File: src/rtl/cpc_ram_cfg_capture_if.sv
// Z80 expansion-connector signals observed by the RAM configuration capture stage.
// The bench drives the bus through the master modport; the capture stage only listens.
interface cpc_ram_cfg_capture_if;
   logic       IOREQ_B;
   logic       WR_B;
   logic       M1_B;
   logic       A15;
   logic       A8;
   logic [7:0] D;

   modport master (output IOREQ_B, WR_B, M1_B, A15, A8, D);
   modport slave  (input  IOREQ_B, WR_B, M1_B, A15, A8, D);
endinterface

File: src/rtl/cpc_ram_cfg_capture.sv
// Capture stage for the 1 MB RAM expansion config port (&7Fxx, D7:D6=11), with registered outputs.
// Define CPCRAM_GLITCH_FILTER_EN to require STABLE_CYCLES identical samples before a commit.
module cpc_ram_cfg_capture #(
   parameter int unsigned STABLE_CYCLES = 2
) (
   input  logic                        CLK,
   input  logic                        RESET_B,
   cpc_ram_cfg_capture_if.slave        bus,
   output logic [2:0]                  cfg_block,
   output logic [2:0]                  cfg_adrhi,
   output logic                        cfg_a8,
   output logic                        cfg_wr,
   output logic                        busy,
   output logic [7:0]                  wr_count
);

`ifdef CPCRAM_GLITCH_FILTER_EN
   localparam int unsigned STABLE_EFF = STABLE_CYCLES;
`else
   // Without the filter every qualifying sample commits; the parameter only keeps the interface stable.
   localparam int unsigned STABLE_EFF = (STABLE_CYCLES > 0) ? 1 : 1;
`endif

   typedef enum logic [1:0] {IDLE, QUAL, WAIT_END} state_t;

   logic       r_ioreq_b, r_wr_b, r_m1_b, r_a15, r_a8;
   logic [7:0] r_d;
   logic       w_q;
   logic [6:0] w_cap;
   logic       w_commit;
   state_t     r_state, w_state_nxt;
`ifdef CPCRAM_GLITCH_FILTER_EN
   logic [2:0] r_cnt, w_cnt_nxt;
   logic [6:0] r_latch, w_latch_nxt;
`endif

   // NOTE: sequential state uses non-blocking assignments so every flop samples pre-edge values.
   always_ff @(posedge CLK or negedge RESET_B) begin
      if (!RESET_B) begin
         r_ioreq_b <= 1'b1;
         r_wr_b    <= 1'b1;
         r_m1_b    <= 1'b1;
         r_a15     <= 1'b0;
         r_a8      <= 1'b0;
         r_d       <= 8'h00;
      end else begin
         r_ioreq_b <= bus.IOREQ_B;
         r_wr_b    <= bus.WR_B;
         r_m1_b    <= bus.M1_B;
         r_a15     <= bus.A15;
         r_a8      <= bus.A8;
         r_d       <= bus.D;
      end
   end

   assign w_q   = !r_ioreq_b && !r_wr_b && r_m1_b && !r_a15 && (r_d[7:6] == 2'b11);
   assign w_cap = {r_a8, r_d[5:0]};

   // NOTE: every signal gets a default first so no path through the case infers a latch.
   always_comb begin
      w_state_nxt = r_state;
      w_commit    = 1'b0;
`ifdef CPCRAM_GLITCH_FILTER_EN
      w_cnt_nxt   = r_cnt;
      w_latch_nxt = r_latch;
`endif
      case (r_state)
         IDLE: begin
            if (w_q) begin
               if (STABLE_EFF == 1) begin
                  w_commit    = 1'b1;
                  w_state_nxt = WAIT_END;
               end
`ifdef CPCRAM_GLITCH_FILTER_EN
               else begin
                  w_latch_nxt = w_cap;
                  w_cnt_nxt   = 3'd1;
                  w_state_nxt = QUAL;
               end
`endif
            end
         end
`ifdef CPCRAM_GLITCH_FILTER_EN
         QUAL: begin
            if (!w_q) begin
               w_state_nxt = IDLE;
            end else if (w_cap != r_latch) begin
               w_latch_nxt = w_cap;
               w_cnt_nxt   = 3'd1;
            end else if (r_cnt == 3'(STABLE_CYCLES - 1)) begin
               w_commit    = 1'b1;
               w_state_nxt = WAIT_END;
            end else begin
               w_cnt_nxt   = r_cnt + 3'd1;
            end
         end
`endif
         WAIT_END: begin
            // One commit per bus cycle: wait for the strobe to end before re-arming.
            if (r_ioreq_b || r_wr_b) w_state_nxt = IDLE;
         end
         default: w_state_nxt = IDLE;
      endcase
   end

   always_ff @(posedge CLK or negedge RESET_B) begin
      if (!RESET_B) begin
         r_state   <= IDLE;
         busy      <= 1'b0;
         cfg_wr    <= 1'b0;
         cfg_block <= 3'd0;
         cfg_adrhi <= 3'd0;
         cfg_a8    <= 1'b0;
         wr_count  <= 8'd0;
      end else begin
         r_state <= w_state_nxt;
         busy    <= (w_state_nxt != IDLE);
         cfg_wr  <= w_commit;
         if (w_commit) begin
            cfg_block <= w_cap[2:0];
            cfg_adrhi <= w_cap[5:3];
            cfg_a8    <= w_cap[6];
            wr_count  <= wr_count + 8'd1;
         end
      end
   end

`ifdef CPCRAM_GLITCH_FILTER_EN
   always_ff @(posedge CLK or negedge RESET_B) begin
      if (!RESET_B) begin
         r_cnt   <= 3'd0;
         r_latch <= 7'd0;
      end else begin
         r_cnt   <= w_cnt_nxt;
         r_latch <= w_latch_nxt;
      end
   end
`endif

endmodule

File: src/flat_wrapper.sv
// flat-port wrapper written by rule: the top's interface ports become plain ports
module cpc_ram_cfg_capture_flat 
#(
   parameter int unsigned STABLE_CYCLES = 2
)
  (CLK, RESET_B, cfg_block, cfg_adrhi, cfg_a8, cfg_wr, busy, wr_count, bus_IOREQ_B, bus_WR_B, bus_M1_B, bus_A15, bus_A8, bus_D);
  cpc_ram_cfg_capture_if bus_i ();
  input  logic CLK;
  input  logic RESET_B;
  output logic [2:0] cfg_block;
  output logic [2:0] cfg_adrhi;
  output logic cfg_a8;
  output logic cfg_wr;
  output logic busy;
  output logic [7:0] wr_count;
  input wire logic [$bits(bus_i.IOREQ_B)-1:0] bus_IOREQ_B;
  input wire logic [$bits(bus_i.WR_B)-1:0] bus_WR_B;
  input wire logic [$bits(bus_i.M1_B)-1:0] bus_M1_B;
  input wire logic [$bits(bus_i.A15)-1:0] bus_A15;
  input wire logic [$bits(bus_i.A8)-1:0] bus_A8;
  input wire logic [$bits(bus_i.D)-1:0] bus_D;
  assign bus_i.IOREQ_B = bus_IOREQ_B;
  assign bus_i.WR_B = bus_WR_B;
  assign bus_i.M1_B = bus_M1_B;
  assign bus_i.A15 = bus_A15;
  assign bus_i.A8 = bus_A8;
  assign bus_i.D = bus_D;
  cpc_ram_cfg_capture #(.STABLE_CYCLES(STABLE_CYCLES)) u_core (.CLK(CLK), .RESET_B(RESET_B), .bus(bus_i), .cfg_block(cfg_block), .cfg_adrhi(cfg_adrhi), .cfg_a8(cfg_a8), .cfg_wr(cfg_wr), .busy(busy), .wr_count(wr_count));
endmodule
File: config.mk
export PLATFORM = sky130hd
export DESIGN_NAME = cpc_ram_cfg_capture_flat
export DESIGN_NICKNAME = d
export VERILOG_FILES = /design/src/rtl/cpc_ram_cfg_capture_if.sv /design/src/rtl/cpc_ram_cfg_capture.sv /design/src/flat_wrapper.sv
export SDC_FILE = /design/constraint.sdc
export NUM_CORES = 1
export LEC_CHECK = 0
export CAP_MARGIN = 20
export CORE_ASPECT_RATIO = 0.75
export CORE_MARGIN = 2
export CORE_UTILIZATION = 30
export DETAILED_ROUTE_END_ITERATION = 6
export PLACE_DENSITY = 0.55
export SLEW_MARGIN = 25
export SYNTH_ARGS = -nofsm -noshare
export SYNTH_HDL_FRONTEND = slang
export SYNTH_SLANG_ARGS = --single-unit
File: constraint.sdc
create_clock -name CLK -period 4.9 [get_ports CLK]
set_input_delay 1.47 -clock CLK [delete_from_list [all_inputs] [get_ports CLK]]
set_output_delay 1.47 -clock CLK [all_outputs]
set_load 0.01 [all_outputs]
* Word-level counts from Yosys, hierarchy flattened
Index checks and enable logic that the tools add are counted.
** Storage, ports and cells
- Bits in registers :: 32
- Input bits :: 15
- Output and inout port bits :: 17
- Word-level logic and storage cells :: 31
** Cells by class
- Add/sub/neg operators :: 1
- Equal/unequal tests :: 2
- Muxes and demuxes :: 5
- Reduce and logical (&&, ||, !) cells :: 10
** Operators by type and width (count)
- $add 8x1->8 const B :: 1
- $eq 2x2->1 const B :: 2
- $logic_and 1x1->1 :: 4
- $mux 2 :: 2
- $pmux 2 s2 :: 1
- $logic_not 1->1 :: 3
- $logic_not 2->1 :: 1
- $mux 1 :: 2
- $reduce_bool 2->1 :: 1
- $logic_or 1x1->1 :: 1

* Logic depth before layout (Yosys ltp)
Gate-level depths: netlist of the first run.
- Word-level depth :: 8
- Gate-level depth with buffers :: 5
- Depth with buffers taken out :: 4

* Worst setup path before layout of the first run
No wires, ideal clock.
- Path type :: register to output
- Start :: reg u_core.wr_count[0]
- End :: out wr_count[0]
- Data arrival time :: 437 ps
- Required time :: 3430 ps
- Setup slack :: 2993 ps
- Stages on the path, launching flop included :: 1
- Buffers on the path :: 0
- Cell sequence :: dfrtp_1
** RTL lines
- start, declared :: RTL line cpc_ram_cfg_capture.sv:14 : output logic [7:0] wr_count
- start signal, assigned :: RTL line cpc_ram_cfg_capture.sv:123 : wr_count <= wr_count + 8'd1;
- end, declared :: RTL line flat_wrapper.sv:15 : output logic [7:0] wr_count;
No word-level cell between the ends.

* Worst setup path in the final report of the first run
- Start :: reg u_core.wr_count[0]
- End :: out wr_count[0]
No word-level cell between the ends.

==> results of run 1 <==
==> sequential cells by signal (all words and copies together), names as in the netlist, 2 cells and up <==
signal	cells
u_core.cfg_adrhi	3
u_core.cfg_block	3
u_core.r_d	8
u_core.r_state	2
u_core.wr_count	8
==> cells in the final DEF (no fill, tap or decap) <==
cell type and n:
a2111oi_0 2, buf_2 1, buf_4 1, clkbuf_1 2
clkbuf_8 5, clkdlybuf4s50_1 30, clkinv_2 1, conb_1 1
dfrtp_1 29, dfstp_2 3, ha_1 1, inv_1 3
mux2_4 8, nand2_1 2, nand3_1 3, nand4_1 1
nand4b_2 1, nor3_1 3, nor4_1 3, or2_1 1
or4_4 1, xnor2_1 1, xor2_1 6
==> cells in the mapped netlist <==
library cell	n
ha_1	1
or2_1	1
conb_1	1
xnor2_1	1
dfstp_2	3
nand4b_2	1
buf_6	2
nand2_1	2
or4_4	1
nor3_1	3
a2111oi_0	2
nor4_1	3
nand3_1	3
xor2_1	6
nand4_1	1
dfrtp_1	29
mux2_4	8
inv_1	3
==> metrics by stage <==
step / cell area, µm² / worst slack (ns)
global route: 1590 / 2.06
finish: 1590 / 2.12
global placement: 1510 / 1.96
floorplan: 1150 / 2.99
detailed placement: 1500 / 2.41
CTS: 1590 / 2.10
==> area by class of cell <==
cell class | count | area, µm²
Timing Repair Buffer | 32 | 313
Multi-Input combinational cell | 34 | 310
Fill cell | 347 | 2080
Tap cell | 52 | 65.1
Clock buffer | 7 | 76.3
Inverter | 3 | 11.3
Sequential cell | 32 | 805
Clock inverter | 1 | 5.00
==> cell families after synthesis <==
group | after synthesis
multiplexers | 8
XOR/XNOR | 7
AND/OR/NAND/NOR | 15
buffers and inverters | 5
AO/OA/AOI/OAI | 2
flip-flops | 32
adder cells (fa/ha/maj) | 1
other | 1
==> layer usage <==
layer / wire length, µm / part of all wire / up-vias
li1: - / - / 313
met1: 884 / 0.47 / 307
met2: 815 / 0.43 / 22
met3: 125 / 0.067 / 5
met4: 48 / 0.026 / 0
met5: 0 / 0 / -
==> power by group through the flow <==
stage | clock (mW) | combinational [mW] | sequential [mW]
2_1_floorplan | 0 | 0.0187 | 0.302
3_3_place_gp | 0 | 0.0637 | 0.299
3_5_place_dp | 0 | 0.0639 | 0.299
4_1_cts | 0.198 | 0.0642 | 0.294
5_1_grt | 0.211 | 0.0681 | 0.296
6_report | 0.190 | 0.0627 | 0.294
==> final timing paths <==
path,end,slack (ns),depth (start not counted)
max in group asynchronous,u_core.r_ioreq_b,3.13,2
worst min register to register,u_core.r_state[1],0.46,1
worst max register to register,u_core.cfg_block[2],3.00,3
min in group asynchronous,u_core.cfg_adrhi[0],1.17,1
worst min-delay path,u_core.r_state[1],0.46,1
worst max-delay path,wr_count[0],2.12,1
==> results.json, run 1 <==
{
  "rows": 19,
  "final_hold_viol_count": 0,
  "switching_share": 0.225,
  "hold_start": "u_core.r_state[0]",
  "path_clk_slew_ns": 0.06,
  "antenna_cells": 0,
  "muxShareOfSynthArea": 0.105,
  "cts_tree": "built",
  "grt_overflow": 0,
  "tns_ns": 0,
  "synth-compound-area-share": 0.0153,
  "path_max_fanout": 6,
  "critPathCaptureType": "primary output",
  "htreeDepth": 2,
  "use_met2": 0.123,
  "rsz0062_at_grt": "false",
  "via_count": 647,
  "grt_start_max_net_pins": 27,
  "cp.arrival_ns": 1.31,
  "final_nets": 124,
  "start_util": 0.314,
  "synth_nets": 87,
  "postCtsResizedCells": 0,
  "power_frac_comb": 0.115,
  "gr-max-usage-layer": "met1",
  "pin_count": 32,
  "drc_errors": 0,
  "dp_hpwl_um": 1290,
  "drt-total-wl_um": 1870,
  "synth_seq_cells": 32,
  "worst_pin_slew_ns": 0.598,
  "syn_area_um2": 1150,
  "p_leak_nw": 0.740,
  "yosysWarningCount": 0,
  "dieArea_um2": 4340,
  "layout.core_utilization": 0.433,
  "postCtsHoldBufs": 0,
  "ys_top_cells_by_area": "dfrtp_1, mux2_4, dfstp_2",
  "yosysSeqAreaShare": 0.700,
  "yosys.cell_types.count": 18,
  "netSwitchingPower_mw": 0.123,
  "required_ns": 3.43,
  "firstDrtPassIters": 4,
  "critPathSlowestCell": "clkdlybuf4s50_1",
  "p_clk_frac": 0.347,
  "antenna_found_initial": 0,
  "outcome": "complete, no violations",
  "grt_pass1_wl_um": 3150,
  "cp-startpoint": "u_core.wr_count[0]",
  "setup_viol": 0,
  "critPathKind": "reg2out",
  "critical-path-top-delay-family": "buffers and inverters",
  "r2r_start": "u_core.r_wr_b",
  "clk_latency_ns": 0.28,
  "period_needed_ns": 2.78,
  "p_int_mw": 0.423,
  "max_freq_mhz": 359,
  "cts_setup_buffers": 0,
  "synth_top_family_by_area": "multiplexers",
  "grt_pass1_vias": 637,
  "finalMaxSlewViolations": 0,
  "met3_usage": 0.0530,
  "drt_iter0_markers": 28,
  "drive_gt1_frac": 0.193,
  "power_density_nw_per_um2": 345,
  "seqPwrFrac": 0.538,
  "worstHoldPathType": "reg2reg",
  "power_mw": 0.546,
  "synthAdderAreaFrac": 0.0109,
  "synth_xor_area_frac": 0.0534,
  "dp_cells": 153,
  "cp_num_buf_inv": 1,
  "grt_util_met1": 0.144,
  "die_y_um": 57.6,
  "layoutNonFillerInstCount": 161,
  "root_buffer": "clkbuf_8",
  "die_x_um": 75.5,
  "critical-path-max-stage-delay_ns": 0.59,
  "cts_made_buffers": 5,
  "holdWs_ns": 0.459,
  "track_usage": 0.106,
  "wl_per_cell_um": 11.6,
  "cp_cell_sequence": "clkdlybuf4s50_1",
  "portBuffers": 31,
  "cp-start-kind": "flop",
  "skew_ns": 0.00259,
  "core-area_um2": 3660,
  "slew_headroom": 0.601,
  "period_share": 0.568,
  "place.gp.congestion": 0.756,
  "ir_worst_vdd_mv": 0.172,
  "synth_top_cell_area_share": 0.632,
  "synth_largest_area_cell": "dfrtp_1",
  "maxCapViolCount": 0,
  "routed_via_density": 4.02,
  "synthSimpleGateAreaFrac": 0.0828,
  "clockBufferDepth": 2,
  "synthCells": 71,
  "syn_area_per_cell_um2": 16.2,
  "final_antenna_net_count": 0,
  "clkSinkCount": 32,
  "area_growth_pct": 38.0
}
No activity file was read; power rests on OpenSTA's default activity.
==> inputs of run 2 (changes only) <==
Settings changed: PLACE_DENSITY 0.55 to 0.57.
Clock period 4.9 ns to 2.5 ns, I/O delays scaled along.
==> run 2 against run 1 <==
  * Via count rose by 2.8%
  * Clock skew rose by 0.0022 ns
  * Global-route usage fell by 0.052 points
  * Non-clock buffer count unchanged
  * Critical path depth did not move
  * Sequential share of layout area shrank 0.98 points
  * Highest routed layer unchanged
==> results.json, run 2 (synthesis gave the netlist of run 1 again) <==
{
  "htreeDepth": 2,
  "start_util": 0.314,
  "place.gp.congestion": 0.800,
  "tns_ns": 0,
  "outcome": "complete, no violations",
  "final_cell_mix": "clkdlybuf4s50_1, dfrtp_1, mux2_4",
  "cp_num_buf_inv": 1,
  "dp_hpwl_um": 1320,
  "final_antenna_net_count": 0,
  "grt_overflow": 0,
  "postCtsResizedCells": 0,
  "antenna_found_initial": 0,
  "path_clk_slew_ns": 0.06,
  "firstDrtPassIters": 3,
  "dp_cells": 153,
  "drt-total-wl_um": 1870,
  "final_common_cell": "clkdlybuf4s50_1",
  "grt_pass1_vias": 693,
  "clk_latency_ns": 0.27,
  "antenna_cells": 0,
  "routed_via_density": 4.13,
  "reg.largest.list": "u_core.r_d: 8 flops, u_core.wr_count: 8 flops",
  "pin_count": 32,
  "cts_tree": "built",
  "worstHoldPathType": "reg2reg",
  "drive_gt1_frac": 0.193,
  "setup_viol": 0,
  "skew_ns": 0.00479,
  "worst_slack_ns": 0.448,
  "pre_cts_slack_ns": 0.602,
  "power_density_nw_per_um2": 721,
  "p_leak_nw": 0.753,
  "core-area_um2": 3660,
  "final_hold_viol_count": 0,
  "period_needed_ns": 2.05,
  "dieArea_um2": 4340,
  "die_x_um": 75.5,
  "n_fill_cell": 358,
  "path_max_fanout": 6,
  "required_ns": 1.75,
  "worst_pin_slew_ns": 0.585,
  "clockBufferDepth": 2,
  "finalMaxSlewViolations": 0,
  "critical-path-top-delay-family": "buffers and inverters",
  "drt_iter0_markers": 30,
  "clkSinkCount": 32,
  "postCtsHoldBufs": 0,
  "cp.arrival_ns": 1.30,
  "wl_per_cell_um": 11.6,
  "portBuffers": 31,
  "rsz0062_at_grt": "false",
  "power_mw": 1.17,
  "layoutNonFillerInstCount": 161,
  "drc_errors": 0,
  "maxCapViolCount": 0,
  "die_y_um": 57.6,
  "cp_cell_sequence": "clkdlybuf4s50_1",
  "grt_pass1_wl_um": 3280,
  "ir_worst_vdd_mv": 0.404,
  "period_share": 0.821,
  "area_growth_pct": 40.7,
  "max_freq_mhz": 487,
  "track_usage": 0.105,
  "cts_made_buffers": 5,
  "cts_setup_buffers": 0,
  "cp-start-kind": "flop",
  "critPathKind": "reg2out",
  "via_count": 665,
  "critPathCaptureType": "primary output",
  "rows": 19,
  "final_nets": 124,
  "critical-path-max-stage-delay_ns": 0.58,
  "grt_start_max_net_pins": 33,
  "critPathSlowestCell": "clkdlybuf4s50_1",
  "root_buffer": "clkbuf_8",
  "slew_headroom": 0.610
}
==> run 2: cell count changes in the layout (fill, tap and decap cells not counted) <==
| cell | change |
|---|---|
| buf_2 | -1 |
| bufinv_16 | +1 |
| clkbuf_1 | -1 |
| clkdlybuf4s50_1 | +1 |
==> run 2: metal layers <==
metal	wire length (µm)	share of wire	track usage	up-vias
li1	-	-	-	315
met1	822	0.44	0.141	330
met2	909	0.49	0.147	18
met3	120	0.064	0.0477	2
met4	12	0.0064	0.0451	0
met5	0	0	0	-
==> run 2: through the flow <==
step,area (µm²),hold WS (ns),utilization
finish,1620,0.466,0.442
global route,1620,0.486,0.442
CTS,1620,0.471,0.442
detailed placement,1510,0.462,0.412
global placement,1510,0.448,0.412
floorplan,1150,0.433,-
==> run 2: area by class of cell <==
cell class,instances,area [µm²],share of cell area
Multi-Input combinational cell,34,310,0.192
Sequential cell,32,805,0.498
Clock inverter,2,35.0,0.0217
Tap cell,52,65.1,0.0402
Timing Repair Buffer,32,318,0.197
Clock buffer,6,72.6,0.0449
Inverter,3,11.3,0.00697
==> run 2: power by group <==
part,internal (mW),switching [mW],leakage (nW)
combinational,0.0825,0.0404,0.292
sequential,0.553,0.0241,0.405
clock,0.295,0.171,0.0552
==> run 2: worst paths after layout <==
path / startpoint / to / slack (ns) / depth (start not counted)
min in group asynchronous: RESET_B / u_core.r_a8 / 0.86 / 2
min: u_core.r_state[0] / u_core.r_state[1] / 0.47 / 1
max: u_core.wr_count[0] / wr_count[0] / 0.45 / 1
max in group asynchronous: RESET_B / u_core.r_m1_b / 1.31 / 2
min reg2reg: u_core.r_state[0] / u_core.r_state[1] / 0.47 / 1
max reg2reg: u_core.r_wr_b / u_core.cfg_adrhi[2] / 0.60 / 3
